**src/rtl/midi_tx_if.sv**
```systemverilog
// midi_tx_if: message handshake bundle for the MIDI transmitter.
// master drives a message, slave (midi_tx) returns msg_ready.
interface midi_tx_if;
  logic       msg_valid;
  logic       msg_ready;
  logic [7:0] msg_status;
  logic [7:0] msg_data1;
  logic [7:0] msg_data2;

  modport master (
    output msg_valid, msg_status, msg_data1, msg_data2,
    input  msg_ready
  );

  modport slave (
    input  msg_valid, msg_status, msg_data1, msg_data2,
    output msg_ready
  );
endinterface

```
**src/rtl/midi_tx.sv**
```systemverilog
// midi_tx: one MIDI message per handshake onto an 8N1 UART line, LSB first.
// Define MIDI_TX_RUNNING_STATUS_EN to drop repeated channel status bytes.
module midi_tx #(
  parameter int CLK_HZ   = 50000000,
  parameter int BAUD     = 31250,
  parameter int GAP_BITS = 0
) (
  input  logic     CLOCK_50,
  input  logic     RESET_N,
  midi_tx_if.slave msg,
  output logic     MIDI_TX,
  output logic     busy,
  output logic     byte_done,
  output logic     err
);
  localparam int CLKS_PER_BIT = CLK_HZ / BAUD;
  localparam int CW = (CLKS_PER_BIT > 1) ? $clog2(CLKS_PER_BIT) : 1;
  localparam logic [CW-1:0] LAST = CW'(CLKS_PER_BIT - 1);
  localparam logic [3:0] GAP_LAST =
    4'((GAP_BITS > 0) ? GAP_BITS - 1 : 0);

  typedef enum logic [2:0] {
    IDLE, START, DATA, STOP, GAP
  } state_t;

  state_t        state_q;
  logic [CW-1:0] cnt_q;
  logic [2:0]    bit_q;
  logic [3:0]    gap_q;
  logic [1:0]    left_q;
  logic [7:0]    cur_q, nx1_q, nx2_q;
  logic          tx_q, rdy_q, busy_q;
  logic          done_q, err_q;

  logic [1:0] len_d;
  logic [7:0] b0_d, b1_d, b2_d;
  logic       skip_d;
  logic       unused_d;

`ifdef MIDI_TX_RUNNING_STATUS_EN
  logic [7:0] rs_q;
`endif

  assign unused_d = ^{msg.msg_data1[7], msg.msg_data2[7]};

  always_comb begin
    len_d = 2'd3;
    unique case (1'b1)
      msg.msg_status[7:4] == 4'hF:   len_d = 2'd1;
      msg.msg_status[7:5] == 3'b110: len_d = 2'd2;
      default:                       len_d = 2'd3;
    endcase
    skip_d = 1'b0;
`ifdef MIDI_TX_RUNNING_STATUS_EN
    skip_d = (msg.msg_status[7:4] != 4'hF) &&
             (msg.msg_status == rs_q);
`endif
    b0_d = msg.msg_status;
    b1_d = {1'b0, msg.msg_data1[6:0]};
    b2_d = {1'b0, msg.msg_data2[6:0]};
    if (skip_d) begin
      b0_d  = b1_d;
      b1_d  = b2_d;
      len_d = len_d - 2'd1;
    end
  end

  always_ff @(posedge CLOCK_50) begin
    if (!RESET_N) begin
      state_q <= IDLE;
      cnt_q   <= '0;
      bit_q   <= '0;
      gap_q   <= '0;
      left_q  <= '0;
      cur_q   <= '0;
      nx1_q   <= '0;
      nx2_q   <= '0;
      tx_q    <= 1'b1;
      rdy_q   <= 1'b0;
      busy_q  <= 1'b0;
      done_q  <= 1'b0;
      err_q   <= 1'b0;
`ifdef MIDI_TX_RUNNING_STATUS_EN
      rs_q    <= '0;
`endif
    end else begin
      done_q <= 1'b0;
      err_q  <= 1'b0;
      unique case (state_q)
        IDLE: begin
          tx_q   <= 1'b1;
          rdy_q  <= 1'b1;
          busy_q <= 1'b0;
          cnt_q  <= '0;
          bit_q  <= '0;
          if (msg.msg_valid && rdy_q) begin
            rdy_q  <= 1'b0;
            busy_q <= 1'b1;
            if (!msg.msg_status[7]) begin
              err_q <= 1'b1;
            end else begin
              state_q <= START;
              tx_q    <= 1'b0;
              cur_q   <= b0_d;
              nx1_q   <= b1_d;
              nx2_q   <= b2_d;
              left_q  <= len_d;
`ifdef MIDI_TX_RUNNING_STATUS_EN
              // realtime (F8-FF) must not break running status
              if (msg.msg_status[7:4] != 4'hF)
                rs_q <= msg.msg_status;
              else if (!msg.msg_status[3])
                rs_q <= '0;
`endif
            end
          end
        end
        START: begin
          if (cnt_q == LAST) begin
            cnt_q   <= '0;
            state_q <= DATA;
            tx_q    <= cur_q[0];
          end else begin
            cnt_q <= cnt_q + 1'b1;
          end
        end
        DATA: begin
          if (cnt_q == LAST) begin
            cnt_q <= '0;
            bit_q <= bit_q + 3'd1;
            if (bit_q == 3'd7) begin
              state_q <= STOP;
              tx_q    <= 1'b1;
              done_q  <= (LAST == '0);
            end else begin
              tx_q <= cur_q[bit_q + 3'd1];
            end
          end else begin
            cnt_q <= cnt_q + 1'b1;
          end
        end
        STOP: begin
          if (cnt_q == LAST) begin
            cnt_q  <= '0;
            left_q <= left_q - 2'd1;
            if (left_q != 2'd1) begin
              state_q <= START;
              tx_q    <= 1'b0;
              cur_q   <= nx1_q;
              nx1_q   <= nx2_q;
            end else if (GAP_BITS != 0) begin
              state_q <= GAP;
              gap_q   <= '0;
            end else begin
              state_q <= IDLE;
              rdy_q   <= 1'b1;
              busy_q  <= 1'b0;
            end
          end else begin
            cnt_q  <= cnt_q + 1'b1;
            done_q <= (cnt_q == LAST - 1'b1);
          end
        end
        GAP: begin
          if (cnt_q == LAST) begin
            cnt_q <= '0;
            if (gap_q == GAP_LAST) begin
              state_q <= IDLE;
              rdy_q   <= 1'b1;
              busy_q  <= 1'b0;
            end else begin
              gap_q <= gap_q + 4'd1;
            end
          end else begin
            cnt_q <= cnt_q + 1'b1;
          end
        end
        default: state_q <= IDLE;
      endcase
    end
  end

  assign msg.msg_ready = rdy_q;
  assign MIDI_TX       = tx_q;
  assign busy          = busy_q;
  assign byte_done     = done_q;
  assign err           = err_q;
endmodule

```
**src/flat_wrapper.sv**
```systemverilog
// flat-port wrapper written by rule: the top's interface ports become plain ports
module midi_tx_flat 
#(
  parameter int CLK_HZ   = 50000000,
  parameter int BAUD     = 31250,
  parameter int GAP_BITS = 0
)
  (CLOCK_50, RESET_N, MIDI_TX, busy, byte_done, err, msg_msg_valid, msg_msg_status, msg_msg_data1, msg_msg_data2, msg_msg_ready);
  midi_tx_if msg_i ();
  input  logic CLOCK_50;
  input  logic RESET_N;
  output logic MIDI_TX;
  output logic busy;
  output logic byte_done;
  output logic err;
  input wire logic [$bits(msg_i.msg_valid)-1:0] msg_msg_valid;
  input wire logic [$bits(msg_i.msg_status)-1:0] msg_msg_status;
  input wire logic [$bits(msg_i.msg_data1)-1:0] msg_msg_data1;
  input wire logic [$bits(msg_i.msg_data2)-1:0] msg_msg_data2;
  output wire logic [$bits(msg_i.msg_ready)-1:0] msg_msg_ready;
  assign msg_i.msg_valid = msg_msg_valid;
  assign msg_i.msg_status = msg_msg_status;
  assign msg_i.msg_data1 = msg_msg_data1;
  assign msg_i.msg_data2 = msg_msg_data2;
  assign msg_msg_ready = msg_i.msg_ready;
  midi_tx #(.CLK_HZ(CLK_HZ), .BAUD(BAUD), .GAP_BITS(GAP_BITS)) u_core (.CLOCK_50(CLOCK_50), .RESET_N(RESET_N), .msg(msg_i), .MIDI_TX(MIDI_TX), .busy(busy), .byte_done(byte_done), .err(err));
endmodule
```
**config.mk**
```make
export PLATFORM = sky130hd
export DESIGN_NAME = midi_tx_flat
export DESIGN_NICKNAME = d
export VERILOG_FILES = /design/src/rtl/midi_tx_if.sv /design/src/rtl/midi_tx.sv /design/src/flat_wrapper.sv
export SDC_FILE = /design/constraint.sdc
export NUM_CORES = 1
export LEC_CHECK = 0
export BUFFER_PORTS_ARGS = -buffer_cell sky130_fd_sc_hd__buf_2
export CAP_MARGIN = 20
export CORE_MARGIN = 4
export CORE_UTILIZATION = 60
export CTS_CLUSTER_DIAMETER = 30
export DETAILED_ROUTE_END_ITERATION = 7
export PLACE_DENSITY_LB_ADDON = 0.08
export SLEW_MARGIN = 20
export SYNTH_ARGS = -nofsm -noshare
export SYNTH_HDL_FRONTEND = slang
export SYNTH_SLANG_ARGS = --single-unit
export TNS_END_PERCENT = 30
```
**constraint.sdc**
```tcl
create_clock -name CLOCK_50 -period 3.9 [get_ports CLOCK_50]
set_clock_uncertainty 0.15 [all_clocks]
set_input_delay 0.39 -clock CLOCK_50 [delete_from_list [all_inputs] [get_ports CLOCK_50]]
set_output_delay 0.39 -clock CLOCK_50 [all_outputs]
set_load 0.02 [all_outputs]
```
==> impl_metrics.yaml, run 1 <==
timing:
  rsz0062_at_grt: "false"
  slew_headroom: 0.326
  finalMaxSlewViolations: 0
  finalHoldWorstSlack_ps: 78.7
  fin_crit_sh: 0.694
  worstMarginPinSlew_ps: 1010
  min_period_ps: 2710
  max_clock_freq_ghz: 0.369
  setup_viol: 0
  hold_violations: 0
  setup_tns_ps: 0
power_and_ir_drop:
  seq_power_share: 0.464
  p_leak_nw: 0.871
  p_sw_frac: 0.331
  p_sw_uw: 412
  peakVddDrop_mv: 0.320
  p_per_area_nw_per_um2: 535
  power.share.clock: 0.241
  internal_power_uw: 832
  combPwrFrac: 0.295
final_layout:
  fin_nets: 292
  area_growth_pct: 11.5
  regArea_um2: 901
  multi_input_area_um2: 1090
  insertedDiodeCount: 0
  final_core_util: 0.697
  drive_gt1_frac: 0.191
  final_cells: 303
  fin_area_um2: 2330
  nFillCells: 284
worst_setup_path:
  crit_type: "reg2reg"
  critical_path.slowest_cell: "or4_1"
  crit_path_max_fanout: 14
  startpoint_type: "flip-flop"
  worstSetupEndpointType: "flip-flop"
  crit_chain: "ha_1, nand2_1, or4_1, nor4_4, a22oi_1, o2bb2ai_1"
  cp.required_ps: 4020
  critPathMaxStageDelay_ps: 690
  worstPathArrival_ps: 2830
place:
  place_area_um2: 2230
  gp_congestion: 0.865
  port_buffers: 29
  dp.final_hpwl_mm: 3.18
  dp.cells: 295
floorplan:
  start_util: 0.625
  fp.dieW_um: 67.0
  core_area_um2: 3340
  dieArea_um2: 4490
  ioPinCount: 32
  rows: 21
  fp.dieH_um: 67.0
logic_synthesis:
  synth_warnings: 0
  synth_cells: 231
  synth_area_leaders: "dfxtp_1 43%, ha_1 5.4%, a22oi_1 5.0%, o2bb2ai_1 5.0%, nand2_1 4.5%"
  synth_seq_cells: 45
  synthesis.area_um2: 2090
  syn_area_per_cell_um2: 9.03
  synth_fp_nets: 267
  yosysSeqAreaShare: 0.432
  yosysUniqueCellTypes: 43
  synth_top_area_cell: "dfxtp_1"
  ys_async_sr_fraction: 0
  synth_edf_count: 0
  synth_top_area_frac: 0.432
  synth-main-ff-cell: "dfxtp_1"
detailed_routing:
  drc: 0
  wl_mm: 4.35
  dr.pass1.iters: 4
  post_drt_wl_per_cell_um: 14.3
  ant_nets: 0
  vias: 1716
  drt-initial-drc-count: 153
  vias_per_cell: 5.66
global_route:
  grt_pass1_wl_mm: 7.02
  overflow: 0
  antenna_found_initial: 0
  grt_pass1_vias: 1556
  grt_max_degree: 31
  gr-usage-all-layers: 0.206
clock_tree:
  clkTransAtPathRegs_ps: 130
  cts_root_buf: "clkbuf_4"
  hold_buffers: 0
  postCtsSetupBuffers: 0
  htreeDepth: 2
  cts_buffer_depth: 2
  cts_tree: "yes"
  cts_buffers: 5
  clk_latency_ps: 350
  cts_num_sinks: 45
  cts.repair.resized: 0
job:
  cap_viol_max_count: 0
worst_hold_path:
  min_path_type: "in2reg"
run_status:
  status: "finished, final reports clean"
[worst paths after layout]
check	start	endpoint	cells past startpoint	slack, ps
min reg2reg	u_core.nx2_q[6]	u_core.nx2_q[6]	2	320
max	u_core.cnt_q[0]	u_core.nx1_q[3]	6	1190
max reg2reg	u_core.cnt_q[0]	u_core.nx1_q[3]	6	1190
min	msg_msg_status[7]	u_core.err	2	80
[metal layers]
| metal | wire (um) | vias to the layer above | track usage |
|---|---|---|---|
| met5 | 0 | - | 0 |
| met4 | 44 | 0 | 0.0785 |
| met3 | 241 | 5 | 0.0472 |
| met2 | 1920 | 36 | 0.324 |
| met1 | 2140 | 784 | 0.272 |
| li1 | - | 891 | - |
[metrics by stage]
| step | setup WS (ps) | power [mW] |
|---|---|---|
| floorplan | 1730 | 0.865 |
| global route | 1050 | 1.32 |
| detailed placement | 1200 | 0.950 |
| CTS | 1190 | 1.25 |
| finish | 1190 | 1.24 |
| global placement | 1300 | 0.942 |
[critical path: cells and delay by family (launching register included)]
kind	cells	cell delay (ps)
AO/OA/AOI/OAI	2	380
adder cells (fa/ha/maj)	1	240
flip-flops	1	400
AND/OR/NAND/NOR	3	1460
[registers in the layout (all words and copies together) (netlist names), 2 cells and up]
signal          flops
u_core.nx2_q        7
u_core.cur_q        8
u_core.left_q       2
u_core.state_q      2
u_core.bit_q        3
u_core.nx1_q        7
u_core.cnt_q       11
[synth_stat cells (all sizes together), types with 2 or more instances]
cell,instances
mux2i,2
and3,2
o21ai,7
o2bb2ai,14
nor2,23
a32oi,2
a22oi,15
a21oi,17
mux2,2
or4,2
nand4,2
xnor2,3
buf,5
dfxtp,45
nor3,4
or3,4
inv,10
ha,9
nand3,8
xor2,6
clkbuf,7
nand2,25
a211o,2
nor4,3
[placed cells by master (no fill, tap or decap), types with 2 or more instances in the layout]
cell type  count
a211o_1        2
a21oi_1       16
a22oi_1       14
a32oi_1        2
buf_2         29
clkbuf_4       5
dfxtp_1       45
ha_1           9
inv_1         10
mux2_2         2
mux2i_1        2
nand2_1       25
nand3_1        8
nand4_1        2
nor2_1        23
nor3_1         4
nor4_1         2
o21ai_0        7
o2bb2ai_1     12
o2bb2ai_2      2
or3_1          3
or4_1          2
xnor2_1        3
xor2_1         6
[layout make-up]
| cell class | count | share of cell area |
|---|---|---|
| inverters | 10 | 0.0161 |
| flip-flops and latches | 45 | 0.387 |
| repair buffers | 30 | 0.0656 |
| clock buffers | 6 | 0.0220 |
| well taps | 46 | 0.0247 |
| multi-input cells | 164 | 0.468 |
| clock inverters | 2 | 0.0161 |
[power by group through the flow]
stage | clock network, mW | registers [mW] | logic (mW)
final | 0.300 | 0.577 | 0.367
after floorplan | 0 | 0.588 | 0.276
after global routing | 0.325 | 0.588 | 0.408
after detailed placement | 0 | 0.587 | 0.363
after global placement | 0 | 0.585 | 0.357
after CTS | 0.306 | 0.577 | 0.363
[cells by family (layout without fill, tap and decap cells)]
family | Yosys count | after routing | share of synthesized area
and+or+nand+nor | 77 | 77 | 0.180
AOI/OAI and AO/OA | 65 | 65 | 0.228
DFF | 45 | 45 | 0.432
buffers and inverters | 22 | 48 | 0.0480
adders and majority gates | 9 | 9 | 0.0540
xor gates and xnor gates | 9 | 9 | 0.0378
muxes | 4 | 4 | 0.0204
Note: power is estimated with default switching activity, not from simulation.
==> run 2: changes to the inputs <==
--- a/config.mk
+++ b/config.mk
@@ -5,10 +5,11 @@
 export SDC_FILE = /design/constraint.sdc
 export NUM_CORES = 1
 export LEC_CHECK = 0
+export ABC_AREA = 1
 export BUFFER_PORTS_ARGS = -buffer_cell sky130_fd_sc_hd__buf_2
 export CAP_MARGIN = 20
 export CORE_MARGIN = 4
-export CORE_UTILIZATION = 60
+export CORE_UTILIZATION = 57
 export CTS_CLUSTER_DIAMETER = 30
 export DETAILED_ROUTE_END_ITERATION = 7
 export PLACE_DENSITY_LB_ADDON = 0.08
==> constraint.sdc (replaced) <==
create_clock -name CLOCK_50 -period 2.7 [get_ports CLOCK_50]
set_clock_uncertainty 0.15 [all_clocks]
set_input_delay 0.27 -clock CLOCK_50 [delete_from_list [all_inputs] [get_ports CLOCK_50]]
set_output_delay 0.27 -clock CLOCK_50 [all_outputs]
set_load 0.02 [all_outputs]
==> run 2 against run 1 <==
- area after synthesis increased by 9.5%
- routed wire length grew 7.7%
- first-iteration DRC count up 2.6%
- global-route usage fell by 1.4 points
- total power up 72%
- sequential power up 50%
- clock power grew 36%
- non-clock buffer count grew 2
- cell count up 34%
==> impl_metrics.yaml, run 2 <==
power_and_ir_drop:
  p_leak_nw: 1.13
  combPwrFrac: 0.404
  internal_power_mw: 1.29
  p_per_area_nw_per_um2: 843
  p_sw_frac: 0.396
  seq_power_share: 0.404
  peakVddDrop_mv: 0.552
  power.share.clock: 0.191
  p_sw_uw: 847
logic_synthesis:
  synth-main-ff-cell: "dfxtp_1"
  synth_fp_nets: 367
  yosysSeqAreaShare: 0.394
  synth_top_area_frac: 0.394
  synth_seq_cells: 45
  syn_area_per_cell_um2: 6.90
  synth_cells: 331
  synthesis.area_um2: 2280
  synth_common_cells: "98 x nand2_1, 45 x dfxtp_1, 43 x nor2_1"
  synth_warnings: 0
  ys_async_sr_fraction: 0
  yosysMostFrequentCell: "nand2_1"
  synth_area_leaders: "dfxtp_1 39%, nand2_1 16%, nor2_1 7.1%, a21oi_1 5.5%, ha_1 4.9%"
  synth_edf_count: 0
  yosysUniqueCellTypes: 27
  synth_top_area_cell: "dfxtp_1"
clock_tree:
  hold_buffers: 0
  cts.repair.resized: 0
  cts_buffers: 5
  cts_root_buf: "clkbuf_8"
  clk_latency_ps: 290
  cts_tree: "yes"
  htreeDepth: 2
  cts_buffer_depth: 2
  clkTransAtPathRegs_ps: 80
  cts_num_sinks: 45
  postCtsSetupBuffers: 0
timing:
  hold_violations: 0
  slew_headroom: 0.618
  rsz0062_at_grt: "false"
  max_clock_freq_ghz: 0.514
  setup_viol: 0
  setup_tns_ps: 0
  finalHoldWorstSlack_ps: 71.1
  min_period_ps: 1950
  fin_crit_sh: 0.721
  layout_setup_ws_ps: 753
  finalMaxSlewViolations: 0
  worstMarginPinSlew_ps: 573
worst_setup_path:
  crit_family: "simple AND/OR/NAND/NOR gates"
  critPathBufInv: 0
  worstPathArrival_ps: 2040
  worstSetupEndpointType: "flip-flop"
  cp.required_ps: 2790
  crit_type: "reg2reg"
  critical_path.slowest_cell: "dfxtp_1"
  r2r_end: "u_core.nx1_q[4]"
  critPathMaxStageDelay_ps: 390
  startpoint_type: "flip-flop"
  critical_path.most_common_cell: "nand2_1"
  r2r-start: "u_core.cnt_q[0]"
  crit_path_max_fanout: 19
  crit_chain: "ha_1, nand3_2, nor2_2, nand2_4, nand2_8, nand3_4, nand2_1, nand2_1, nor2_1"
  rr_worst_depth: 9
  rrSetupSlack_ps: 750
detailed_routing:
  ant_nets: 0
  drc: 0
  dr.pass1.iters: 4
  drt-initial-drc-count: 157
  post_drt_wl_per_cell_um: 11.5
  vias_per_cell: 5.09
  wl_mm: 4.68
  vias: 2071
worst_hold_path:
  whs_path_depth: 3
  min_path_type: "in2reg"
  min_to: "u_core.nx2_q[2]"
  hold_start: "msg_msg_data2[2]"
floorplan:
  fp.dieW_um: 71.3
  start_util: 0.606
  dieArea_um2: 5090
  core_area_um2: 3770
  ioPinCount: 32
  fp.dieH_um: 71.3
  rows: 22
global_route:
  gr-usage-all-layers: 0.192
  grt_max_degree: 22
  overflow: 0
  antenna_found_initial: 0
  grt_pass1_vias: 1795
  grt_pass1_wl_mm: 7.97
final_layout:
  area_growth_pct: 10.9
  top_regs: "u_core.cnt_q (11), u_core.cur_q (8)"
  final_cell_mix: "98 x nand2_1, 45 x dfxtp_1, 43 x nor2_1"
  top_register: "u_core.cnt_q"
  final_common_cell: "nand2_1"
  insertedDiodeCount: 0
  largest_reg_flops: 11
  fin_area_um2: 2530
  drive_gt1_frac: 0.136
  fin_nets: 395
place:
  place_area_um2: 2450
  port_buffers: 29
  gp_congestion: 0.771
  dp.final_hpwl_mm: 3.44
  post-place-ws_ps: 783
job:
  cap_viol_max_count: 0
run_status:
  status: "finished, final reports clean"
-- run 2: tightest hold or removal path, stage by stage --
cell and delay (ps):
buf_2 70, o21ai_0 70, nor2_1 70
-- run 2: metal layers --
layer  wire length, um  global-route usage  vias to the layer above
li1                  -                   -                     1121
met1              2470               0.280                      905
met2              1980               0.284                       39
met3               177              0.0421                        6
met4                53              0.0564                        0
met5                 0                   0                        -
-- run 2: cell type report --
class,instances,area [um^2]
fill,365,1240
multi-input combinational,245,1210
sequential,45,901
timing repair buffer,32,168
inverter,30,113
clock buffer,7,86.3
tap,48,60.1
-- run 2: cell families (layout without fill, tap and decap cells) --
family / count (synthesis) / in the layout / share of synthesized area
simple gates: 190 / 190 / 0.370
compound gates: 43 / 43 / 0.0969
buf+inv: 41 / 69 / 0.0778
xor+xnor: 3 / 3 / 0.0115
flops: 45 / 45 / 0.394
fa+ha+maj: 9 / 9 / 0.0493
-- run 2: worst max path at each step --
stage | end | cells past startpoint | slack, ps | start
after global routing | u_core.nx1_q[0] | 9 | 560 | u_core.cnt_q[0]
after floorplan | u_core.cur_q[0] | 9 | 970 | u_core.state_q[0]
after detailed placement | u_core.nx1_q[1] | 9 | 780 | u_core.cnt_q[0]
after global placement | u_core.nx1_q[0] | 9 | 800 | u_core.cnt_q[0]
after CTS | u_core.nx1_q[1] | 9 | 770 | u_core.cnt_q[0]
final | u_core.nx1_q[4] | 9 | 750 | u_core.cnt_q[0]
-- run 2: stage by stage --
| step | instances | power [mW] | utilization |
|---|---|---|---|
| 3_5_place_dp | 400 | 1.73 | 0.649 |
| 6_report | 407 | 2.14 | 0.672 |
| 4_1_cts | 407 | 2.14 | 0.672 |
| 5_1_grt | 407 | 2.31 | 0.672 |
| 3_3_place_gp | 400 | 1.72 | 0.649 |
| 2_1_floorplan | 331 | 1.58 | - |
-- run 2: power by group through the flow --
stage / sequential [mW] / combinational [mW] / clock [mW]
2_1_floorplan: 0.880 / 0.698 / 0
3_3_place_gp: 0.874 / 0.846 / 0
3_5_place_dp: 0.877 / 0.854 / 0
4_1_cts: 0.862 / 0.857 / 0.422
5_1_grt: 0.878 / 0.980 / 0.450
6_report: 0.863 / 0.864 / 0.409
